### src/rtl/fpalu_result_buffer.sv
// rtl/fpalu_result_buffer.sv - result FIFO behind the FP32 multiplier
//
// Buffers {product, flag} results in a DEPTH-entry first-word-fall-through FIFO
// and tracks exception statistics.
// Optional build macro: FPALU_RBUF_DROP_FLAGGED_EN (flagged results are counted
// but never stored; out_flag is tied to 0).
//
// Ports:
//   clk, rst_n                     clock, asynchronous active-low reset
//   in_valid/in_ready              producer handshake
//   in_product, in_flag            multiplier result and its exception flag
//   out_valid/out_ready            consumer handshake
//   out_data, out_flag             head entry (read combinationally)
//   level                          occupancy 0..DEPTH
//   flag_sticky, flag_count        exception indicator and saturating count
//   flag_clr                       synchronous clear of the flag statistics
module fpalu_result_buffer #(
  parameter int DEPTH = 4,
  parameter int CNT_W = 8
) (
  input  logic                       clk,
  input  logic                       rst_n,
  input  logic                       in_valid,
  output logic                       in_ready,
  input  logic [31:0]                in_product,
  input  logic                       in_flag,
  output logic                       out_valid,
  input  logic                       out_ready,
  output logic [31:0]                out_data,
  output logic                       out_flag,
  output logic [$clog2(DEPTH):0]     level,
  output logic                       flag_sticky,
  output logic [CNT_W-1:0]           flag_count,
  input  logic                       flag_clr
);

  localparam int PW = $clog2(DEPTH);
  localparam int LW = PW + 1;
  localparam logic [LW-1:0]    FULL_LVL = LW'(DEPTH);
  localparam logic [CNT_W-1:0] CNT_MAX  = {CNT_W{1'b1}};

  typedef enum logic [1:0] {EMPTY, PARTIAL, FULL} state_t;

  state_t          state, state_next;
  logic [PW-1:0]   wr_ptr, rd_ptr;
  logic [31:0]     mem_data [DEPTH];
  logic            push, pop, wr_en;

  assign in_ready  = (level != FULL_LVL);
  assign out_valid = (level != '0);
  assign push      = in_valid & in_ready;
  assign pop       = out_valid & out_ready;

`ifdef FPALU_RBUF_DROP_FLAGGED_EN
  // Flagged results finish their handshake but never occupy an entry.
  assign wr_en    = push & ~in_flag;
  assign out_flag = 1'b0;
`else
  logic            mem_flag [DEPTH];
  assign wr_en    = push;
  assign out_flag = out_valid ? mem_flag[rd_ptr] : 1'b0;

  always_ff @(posedge clk) begin
    if (wr_en) mem_flag[wr_ptr] <= in_flag;
  end
`endif

  // Outputs read as zero while empty so the head is clean out of reset.
  assign out_data = out_valid ? mem_data[rd_ptr] : 32'h0;

  always_ff @(posedge clk) begin
    if (wr_en) mem_data[wr_ptr] <= in_product;
  end

  always_ff @(posedge clk or negedge rst_n) begin
    if (!rst_n) begin
      wr_ptr <= '0;
      rd_ptr <= '0;
      level  <= '0;
      state  <= EMPTY;
    end else begin
      state <= state_next;
      if (wr_en) wr_ptr <= wr_ptr + 1'b1;
      if (pop)   rd_ptr <= rd_ptr + 1'b1;
      if (wr_en && !pop)      level <= level + 1'b1;
      else if (pop && !wr_en) level <= level - 1'b1;
    end
  end

  // State mirrors level; it exists for status visibility.
  always_comb begin
    state_next = state;
    case (state)
      EMPTY:   if (wr_en) state_next = PARTIAL;
      PARTIAL: begin
        if (wr_en && !pop && level == FULL_LVL - 1'b1) state_next = FULL;
        else if (pop && !wr_en && level == LW'(1))     state_next = EMPTY;
      end
      FULL:    if (pop) state_next = PARTIAL;
      default: state_next = EMPTY;
    endcase
  end

  // A flagged push in the same cycle as a clear restarts the count at one.
  always_ff @(posedge clk or negedge rst_n) begin
    if (!rst_n) begin
      flag_sticky <= 1'b0;
      flag_count  <= '0;
    end else if (push && in_flag) begin
      flag_sticky <= 1'b1;
      if (flag_clr)                  flag_count <= CNT_W'(1);
      else if (flag_count != CNT_MAX) flag_count <= flag_count + 1'b1;
    end else if (flag_clr) begin
      flag_sticky <= 1'b0;
      flag_count  <= '0;
    end
  end

endmodule

### config.mk
export PLATFORM = sky130hd
export DESIGN_NAME = fpalu_result_buffer
export DESIGN_NICKNAME = d
export VERILOG_FILES = /design/src/rtl/fpalu_result_buffer.sv
export SDC_FILE = /design/constraint.sdc
export NUM_CORES = 1
export LEC_CHECK = 0
export ABC_AREA = 1
export BUFFER_PORTS_ARGS = -buffer_cell sky130_fd_sc_hd__buf_2
export CAP_MARGIN = 20
export CORE_MARGIN = 2
export CORE_UTILIZATION = 40
export CTS_BUF_LIST = sky130_fd_sc_hd__clkbuf_8
export DETAILED_ROUTE_END_ITERATION = 7
export HOLD_SLACK_MARGIN = 0.1
export MAX_ROUTING_LAYER = met4
export PLACE_DENSITY = 0.65
export SLEW_MARGIN = 40
export SYNTH_ARGS = -nofsm -noshare
export SYNTH_HDL_FRONTEND = slang
export SYNTH_SLANG_ARGS = --single-unit
### constraint.sdc
create_clock -name clk -period 3.1 [get_ports clk]
set_input_delay 0.155 -clock clk [delete_from_list [all_inputs] [get_ports clk]]
set_output_delay 0.155 -clock clk [all_outputs]
set_load 0.01 [all_outputs]
==> summary.md, run 1 <==
| Metric | Value |
|---|---|
| Status | `complete, no violations` |
| NumNets Final | `686` |
| Max Freq | `0.3910 GHz` |
| Metal1 wirelength | `5918 um` |
| WHS | `0.1967 ns` |
| CTS Buffer Depth | `2` |
| Crit start category | `register` |
| Area leader, netlist | `edfxtp_1` |
| Synth Area per Inst | `around 12 um2` |
| Area Overhead vs Synth | `21.76%` |
| TNS Setup | `0 ns` |
| Met3 WL | `625 um` |
| Most numerous cell in the Yosys netlist | `nor2_1` |
| R2r setup slk | `0.97 ns` |
| Hold buffer count at cts | `37` |
| Design area | `7576 um2` |
| EDFF count, synth | `132` |
| Sequential-to-total area share from yosys stat | `between 70 and 80%` |
| Post-DRT Antenna Nets | `0` |
| Total wire length | `13,200 um` |
| Worst path slowest cell | `dfrtp_2` |
| Most frequent cells after synthesis | `nor2_1 (147), edfxtp_1 (132), o21ai_0 (38)` |
| Skew-Pair Late Insertion Delay | `approximately 0.4 ns` |
| Initial Utilization | `40.93%` |
| Drt wl/cell | `about 16 um` |
| Fill count | `1,393` |
| Starting DRC count in detailed routing | `250` |
| Synth area leaders | `edfxtp_1 (64%), nor2_1 (8.9%), dfrtp_1 (6.4%)` |
| Syn Inst Count | `517` |
| Largest stage delay, worst path | `0.84 ns` |
| Largest family of logic cells by synthesized area | `simple AND/OR/NAND/NOR gates` |
| Slew @ Worst Pin | `0.7256 ns` |
| Critical Path RT | `2.94 ns` |
| Die Ht | `between 100 and 150 um` |
| Vias in the first global route | `4,096` |
| Layout cell share with drive strength beyond 1 | `22.82%` |
| DR DRC count | `0` |
| Die Wd | `128.7 um` |
| CP top delay family | `flip-flops` |
| Seq. cell area | `4367 um2` |
| # H-tree levels | `4` |
| Met2 WL | `~6500 um` |
| Min cycle time layout | `~2.6 ns` |
| Root buffer cell | `clkbuf_8` |
| Worst Path Max Fanout | `35` |
| Cell Area, Synth | `6222 um2` |
| Distinct cells, synth | `33` |
| Diodes inserted | `0` |
| Endpoints failing hold | `0` |
| Final Power | `6.948 mW` |
| RSZ-0062 raised after global routing | `false` |
| Crit-path cells | `inv_2 -> nor2_1 -> o21ai_1 -> a21oi_1 -> buf_2` |
| Peak VDD IR | `0.0005927 V` |
| Congestion Overflow GR | `0` |
| PnR worst setup slack | `0.5422 ns` |
| HP Class | `input port to async pin` |
| P_leak | `approximately 2.9 nW` |
| TritonCTS Buffers | `17` |
| R2r endpoint | `mem_data[1][0]` |
| Gr usage total | `16.97%` |
| XOR/XNOR Fraction of Synth Area | `0.5630%` |
| RePlAce Congestion | `0.7987` |
| Setup Fix Bufs, Post-CTS | `0` |
| Clock slew at reported path FFs | `0.08 ns` |
| Adder-Cell Fraction of Synth Area | `1.528%` |
| PortBufs | `84` |
| Compound-Gate Fraction of Synth Area | `9.471%` |
| Final-report max-slew violation count | `0` |
| Worst Path Arrival | `~2.4 ns` |
| CORE AREA | `around 15,000 um2` |
| CTS resizes | `0` |
| Area of the multi-input gates | `~1600 um2` |
| First-pass GRT wire length | `21,020 um` |
| Fraction of registers with async set/reset | `10.81%` |
| IO Count | `85` |
| Fin Clk Skew | `0.009619 ns` |
| Max_slew headroom | `51.63%` |
| Initial antenna violation count | `0` |
| Final setup viols | `0` |
| Syn Nets | `562` |
| Power Density | `~900 nW/um2` |
| WP buf/inv | `2` |
| First-pass iteration count of the detailed router | `4` |
| R2r startpoint | `level[0]` |
| Post-Place Worst Slack | `0.9367 ns` |
| Synthesized flop and latch total | `148` |
| Multiplexer area fraction after synthesis | `less than 1%` |
| DR vias/cell | `4.944` |
| Vias | `4,158` |
| DR top layer | `met4` |
| Max Cap Viol | `0` |
| Row count | `45` |
| R2r worst-path depth | `5` |
| Post-DP HPWL | `8274 um` |
| Post-synth top area share | `63.70%` |
| Placed Area | `6775 um2` |
| Die area | `around 17,000 um2` |
| Synth warn | `0` |
| Worst setup EP type | `output port` |
| Primary FF master, synth | `edfxtp_1` |
| TritonCTS clock tree | `done` |
| Pin count of the biggest net entering global routing | `68` |
| Clock sink count | `148` |
| WS Path Type | `register to output port` |
| Period Utilization, post-route | `about 83%` |
| Synth Area in Simple Gates | `13.67%` |
[flip-flops by register name (all words and copies together) (netlist names)]
signal,flops
rd_ptr,2
flag_sticky,1
mem_data,128
level,3
flag_count,8
mem_flag,4
wr_ptr,2
[through the flow]
step | cells | utilization (%)
floorplan | 517 | -
global placement | 773 | 44.57
detailed placement | 773 | 44.57
CTS | 841 | 49.84
global route | 841 | 49.84
finish | 841 | 49.84
[metal layers]
layer,track usage (%),vias to the layer above
li1,-,2034
met1,21.59,2017
met2,27.86,96
met3,3.617,11
met4,4.412,0
met5,-,-
[worst max-delay path by stage]
stage	from	to	slack, ns	depth (start not counted)
after CTS	rd_ptr[1]	out_data[14]	0.48	5
after floorplan	level[0]	mem_data[0][0]	0.49	4
after global routing	rd_ptr[1]	out_data[14]	0.34	5
after global placement	rd_ptr[1]	out_data[14]	0.97	5
final	rd_ptr[1]	out_data[14]	0.54	5
after detailed placement	rd_ptr[1]	out_data[14]	0.94	5
[area by class of cell]
class,count,area share (%)
well taps,188,3.105
repair buffers,130,11.33
clock buffers,17,3.088
clock inverters,14,2.593
inverters,19,0.9744
multi-input cells,325,21.27
flip-flops and latches,148,57.64
[cells by family after synthesis]
logic type	Yosys count
compound gates	110
xor+xnor	4
fa+ha+maj	7
buf+inv	44
flops	148
mux	1
simple gates	203
[power by group]
part | leakage [nW] | switching (mW) | internal (mW) | total (mW)
clock | 0.232 | 0.659 | 0.940 | 1.60
sequential | 1.41 | 0.211 | 2.61 | 2.82
combinational | 1.22 | 1.63 | 0.904 | 2.53
[layout by cell type (no fill, tap or decap), types with 3 or more instances in the layout]
cell,netlist,layout
nor2_1,147,143
edfxtp_1,132,132
buf_2,6,84
o21ai_0,38,38
dlygate4sd3_1,0,37
nand2_1,34,34
o21ai_1,33,33
a21oi_1,31,31
inv_1,14,18
clkbuf_8,0,17
dfrtp_1,16,14
nand3_1,9,9
buf_4,7,9
nor2_4,2,6
ha_1,6,6
bufinv_16,0,5
nand2_4,4,4
a21oi_2,4,4
inv_2,3,3
xor2_1,3,3
[worst register-to-register path: cells and delay by family, from the launching register on]
kind	cells	cell delay, ns
buffers and inverters	1	0.42
DFF	1	0.48
and+or+nand+nor	4	0.91
Power figures use the tool's default switching activity.
==> run 2, diff against run 1 <==
ABC_AREA = 0   (was 1)
PLACE_DENSITY = 0.67   (was 0.65)
clock period = 2.1 ns   (was 3.1 ns; I/O delays follow)
==> run 2 against run 1 <==
  * Sequential share of layout area up 1.0 points
  * Largest power group unchanged
  * Global-route usage shrank 1.8 points
  * Largest cell class unchanged
  * Non-clock buffer count up 7
  * Critical endpoint is now out_data[21]
  * Wire length down 16%
==> summary.md, run 2 <==
| Metric | Value |
|---|---|
| Status | `complete, no violations` |
| Design area | `7446 um2` |
| RePlAce Congestion | `~0.80` |
| Combinational Power Share | `35.7%` |
| DR DRC count | `0` |
| Hold depth | `3` |
| RSZ-0062 raised after global routing | `true` |
| Clock slew at reported path FFs | `~0.070 ns` |
| Crit start category | `register` |
| P_leak | `between 2 and 3 nW` |
| Commonest cells after routing, fill and taps aside | `edfxtp_1 (132), buf_2 (82), dlygate4sd3_1 (38)` |
| TNS Setup | `0 ns` |
| Endpoints failing hold | `0` |
| Primary FF master, synth | `edfxtp_1` |
| Max_slew headroom | `~70%` |
| Final Power | `9.784 mW` |
| Die Wd | `125.3 um` |
| Post-synth top area share | `67.36%` |
| Clock sink count | `148` |
| Peak VDD IR | `0.0005519 V` |
| Critical Path RT | `2.00 ns` |
| Diodes inserted | `0` |
| Sw frac | `29.35%` |
| IO Count | `between 80 and 90` |
| Internal power | `approximately 7 mW` |
| Period Utilization, post-route | `between 90% and 100%` |
| Worst setup EP type | `output port` |
| DR vias/cell | `4.995` |
| Initial antenna violation count | `0` |
| Worst Path Arrival | `1.91 ns` |
| Vias in the first global route | `3,349` |
| Total wire length | `11,020 um` |
| Most numerous cell in the Yosys netlist | `edfxtp_1` |
| # H-tree levels | `4` |
| R2r setup slk | `0.10 ns` |
| TritonCTS clock tree | `done` |
| Die area | `between 15,000 and 20,000 um2` |
| First-pass GRT wire length | `between 15,000 and 20,000 um` |
| NumNets Final | `about 480` |
| Drt wl/cell | `17.36 um` |
| Worst Path Max Fanout | `19` |
| Row count | `44` |
| CORE AREA | `between 10,000 and 15,000 um2` |
| Most frequent cells after synthesis | `edfxtp_1 (132), and2_1 (33), mux4_2 (33)` |
| Die Ht | `125.3 um` |
| Gr usage total | `15.18%` |
| R2r worst-path depth | `6` |
| Initial Utilization | `~41%` |
| Distinct cells, synth | `34` |
| Placed cell count | `563` |
| HP Class | `input port to register` |
| TritonCTS Buffers | `17` |
| Fin util | `between 50% and 60%` |
| Switch Pwr | `2.871 mW` |
| Skew-Pair Late Insertion Delay | `0.43 ns` |
| EDFF count, synth | `132` |
| Largest register by flop count | `mem_data` |
| Top flop regs | `mem_data (128), flag_count (8), mem_flag (4)` |
| Commonest non-fill, non-tap cell in the layout | `edfxtp_1` |
| Placed Area | `6600 um2` |
| Min cycle time layout | `2.017 ns` |
| Final-report max-slew violation count | `0` |
| First-pass iteration count of the detailed router | `5` |
| Max reg flops | `128` |
| Slew @ Worst Pin | `~0.44 ns` |
| Clock share of power | `22.9%` |
| Final setup viols | `0` |
| Cell Area, Synth | `about 5900 um2` |
| Sequential power share | `41.4%` |
| Area Overhead vs Synth | `26.54%` |
| Starting DRC count in detailed routing | `about 170` |
| Fraction of registers with async set/reset | `10.81%` |
| Vias | `between 3,000 and 4,000` |
| Synthesized flop and latch total | `148` |
| Congestion Overflow GR | `0` |
| CTS Buffer Depth | `2` |
| Syn Nets | `341` |
| Layout cell share with drive strength beyond 1 | `39.47%` |
| Synth warn | `0` |
| Sequential-to-total area share from yosys stat | `74.17%` |
| PortBufs | `84` |
| Post-DP HPWL | `6856 um` |
| Area leader, netlist | `edfxtp_1` |
| Synth area leaders | `edfxtp_1 (67%), mux4_2 (13%), dfrtp_1 (6.8%)` |
| Max Cap Viol | `0` |
| Pin count of the biggest net entering global routing | `36` |
| Power Density | `1314 nW/um2` |
| WS Path Type | `register to output port` |
| Root buffer cell | `clkbuf_8` |
| Fin Clk Skew | `0.009997 ns` |
| Non-filler cells, final | `635` |
| Post-DRT Antenna Nets | `0` |
| Synth Area per Inst | `approximately 20 um2` |
| Max Freq | `around 0.5 GHz` |
| Syn Inst Count | `approximately 300` |
==> run 2: path summary, 6_finish.rpt <==
kind | start | to
worst max register to register | level[0] | level[1]
min in group asynchronous | rst_n | level[2]
max in group asynchronous | rst_n | flag_count[3]
worst max-delay path | rd_ptr[0] | out_data[21]
worst min register to register | flag_sticky | flag_sticky
worst min-delay path | in_valid | wr_ptr[0]
==> run 2: repair_timing <==
item	in CTS	in global routing
setup buffers	0	2
hold buffers	38	0
resized for setup	1	10
pin swaps	0	2
hold endpoints to repair	155	0
endpoints found under the setup margin	14	16
==> run 2: metrics by stage <==
step,setup WS [ns],hold WS [ns]
detailed placement,0.07758,0.04848
floorplan,0.002095,-0.1906
finish,0.08315,0.1475
CTS,0.006534,0.1345
global route,-0.01060,0.1530
global placement,0.1191,0.04241
==> run 2: cell families after synthesis <==
family / share of synthesized area [%]
compound gates: 2.530
xor+xnor: 0.8930
fa+ha+maj: 1.616
buf+inv: 1.722
flops: 74.17
mux: 12.82
simple gates: 6.251
==> run 2: worst max-delay path: stages, from the launching register on <==
cell and delay [ns]:
dfrtp_2 0.42, buf_12 0.21, mux4_2 0.55, and2_1 0.17, buf_2 0.13
==> run 2: power groups by stage <==
stage | Sequential, mW | Clock, mW | Combinational (mW)
after global routing | 4.10 | 2.40 | 3.81
after global placement | 4.08 | 0 | 3.35
after CTS | 4.07 | 2.29 | 3.43
final | 4.05 | 2.24 | 3.49
after detailed placement | 4.13 | 0 | 3.35
after floorplan | 4.05 | 0 | 2.18
==> run 2: layout make-up <==
type | count | area (um2)
Clock inverter | 15 | 171.4
Fill cell | 1212 | 7033
Inverter | 6 | 22.52
Clock buffer | 17 | 234.0
Tap cell | 184 | 230.2
Timing Repair Buffer | 137 | 963.4
Multi-Input combinational cell | 128 | 1456
Sequential cell | 148 | 4368
==> run 2: routing by layer <==
metal	GRT usage, %	vias to the layer above	wire [um]
met5	-	-	0
met4	4.706	0	157
met3	4.493	10	459
met2	24.78	82	5574
met1	18.40	1617	4830
li1	-	1463	-
==> run 3, diff against run 2 <==
MAX_ROUTING_LAYER = default   (was met4)
==> run 3 against run 2 <==
  * Total power increased by 0.14%
  * Clock power about the same
  * Utilization about the same
  * Hold slack got worse by 0.00078 ns
  * Highest routed layer unchanged
==> summary.md, run 3 (synthesis results as in run 2) <==
| Metric | Value |
|---|---|
| Status | `complete, no violations` |
| TNS Setup | `0 ns` |
| Fill count | `1,213` |
| RePlAce Congestion | `0.7846` |
| Max Freq | `0.4964 GHz` |
| Largest register by flop count | `mem_data` |
| CORE AREA | `between 10,000 and 15,000 um2` |
| Area Overhead vs Synth | `26.64%` |
| Peak VDD IR | `0.0005523 V` |
| Layout cell share with drive strength beyond 1 | `39.47%` |
| Seq. cell area | `4368 um2` |
| Vias in the first global route | `3,349` |
| Max Cap Viol | `0` |
| Die area | `roughly 16,000 um2` |
| Root buffer cell | `clkbuf_8` |
| Top flop regs | `mem_data (128), flag_count (8), mem_flag (4)` |
| Starting DRC count in detailed routing | `between 150 and 200` |
| Slew @ Worst Pin | `~0.44 ns` |
| Met3 GRT Util | `5.178%` |
| Die Wd | `between 100 and 150 um` |
| Congestion Overflow GR | `0` |
| Initial Utilization | `40.64%` |
| Power Density | `around 1300 nW/um2` |
| Commonest cells after routing, fill and taps aside | `edfxtp_1 (132), buf_2 (81), dlygate4sd3_1 (38)` |
| Fin Clk Skew | `just over 0.009 ns` |
| IO Count | `85` |
| Crit start category | `register` |
| Final setup viols | `0` |
| CTS Buffer Depth | `2` |
| Pin count of the biggest net entering global routing | `36` |
| Worst setup EP type | `output port` |
| DR vias/cell | `5.000` |
| Critical Path RT | `2.00 ns` |
| Fin util | `a little over 50%` |
| Final-report max-slew violation count | `0` |
| First-pass GRT wire length | `17,470 um` |
| Die Ht | `125.3 um` |
| TritonCTS clock tree | `done` |
| Top Usage Layer GRT | `met2` |
| Commonest non-fill, non-tap cell in the layout | `edfxtp_1` |
| Drt wl/cell | `17.38 um` |
| Endpoints failing hold | `0` |
| Routing usage on met2 | `24.81%` |
| Max reg flops | `between 100 and 150` |
| Post-DRT Antenna Nets | `0` |
| Max_slew headroom | `70.18%` |
| Period Utilization, post-route | `95.92%` |
| GRT met1 Usage | `18.08%` |
| DR DRC count | `0` |
| First-pass iteration count of the detailed router | `4` |
| # H-tree levels | `4` |
| Worst Path Arrival | `1.91 ns` |
| Gr usage total | `14.75%` |
| NumNets Final | `483` |
| Row count | `44` |
| P_leak | `2.700 nW` |
| Clock sink count | `between 100 and 150` |
| Initial antenna violation count | `0` |
| Post-DP HPWL | `6856 um` |
| Total wire length | `~11,000 um` |
| TritonCTS Buffers | `17` |
| Diodes inserted | `0` |
| Worst Path Max Fanout | `19` |
| RSZ-0062 raised after global routing | `true` |
| PortBufs | `84` |
| Clock slew at reported path FFs | `roughly 0.070 ns` |
| HP Class | `input port to register` |
| WS Path Type | `register to output port` |
| Min cycle time layout | `about 2.0 ns` |
| Skew-Pair Late Insertion Delay | `0.43 ns` |
| Vias | `3,175` |
| Area of the multi-input gates | `1456 um2` |
[run 3: changes by cell type in the layout (fill, tap and decap cells not counted)]
cell   previous run  this run
buf_2            82        81
buf_6             2         3
[run 3: repair_timing]
action,4_1_cts,5_1_grt
hold buffers,38,0
buffers inserted,0,2
endpoints found under the hold margin,155,0
endpoints found under the setup margin,14,17
gates resized for setup,1,11
cloned,0,0
pin swaps,0,2
[run 3: worst paths after layout]
check | startpoint | to | slack (ns) | depth (start not counted)
worst max-delay path | rd_ptr[0] | out_data[21] | 0.09 | 4
worst min-delay path | in_valid | wr_ptr[0] | 0.15 | 3
worst max register to register | level[0] | level[1] | 0.10 | 6
worst min register to register | flag_sticky | flag_sticky | 0.50 | 1
max in group asynchronous | rst_n | flag_count[3] | 0.44 | 4
min in group asynchronous | rst_n | level[2] | 0.62 | 3
[run 3: cell type report]
| class | instances | area share [%] |
|---|---|---|
| inverters | 6 | 0.3022 |
| well taps | 184 | 3.089 |
| clock inverters | 15 | 2.300 |
| repair buffers | 137 | 13.01 |
| multi-input cells | 128 | 19.54 |
| flip-flops and latches | 148 | 58.61 |
| clock buffers | 17 | 3.140 |
[run 3: power by group]
part	leakage [nW]	internal, mW	switching, mW	total (mW)
registers	1.41	3.85	0.198	4.05
logic	1.08	1.82	1.69	3.51
clock network	0.205	1.26	0.982	2.24
[run 3: layer usage]
| metal | wire [um] | vias up |
|---|---|---|
| met3 | 611 | 9 |
| met2 | 5598 | 84 |
| met1 | 4692 | 1614 |
| met4 | 134 | 0 |
| met5 | 0 | - |
| li1 | - | 1468 |
[run 3: critical path, stage by stage, from the launching register on]
cell	delay [ns]
dfrtp_2	0.42
buf_12	0.21
mux4_2	0.54
and2_1	0.17
buf_2	0.13
[run 3: per-stage QoR]
stage | instance area, um2 | instances | power (mW) | setup slack, ns | hold WS (ns)
after detailed placement | 6600 | 563 | 7.486 | 0.07758 | 0.04848
after global placement | 6600 | 563 | 7.432 | 0.1191 | 0.04241
after floorplan | 5903 | 296 | 6.232 | 0.002095 | -0.1906
final | 7452 | 635 | 9.798 | 0.08558 | 0.1468
after CTS | 7390 | 633 | 9.789 | 0.006534 | 0.1345
after global routing | 7452 | 635 | 10.34 | -0.01382 | 0.1479
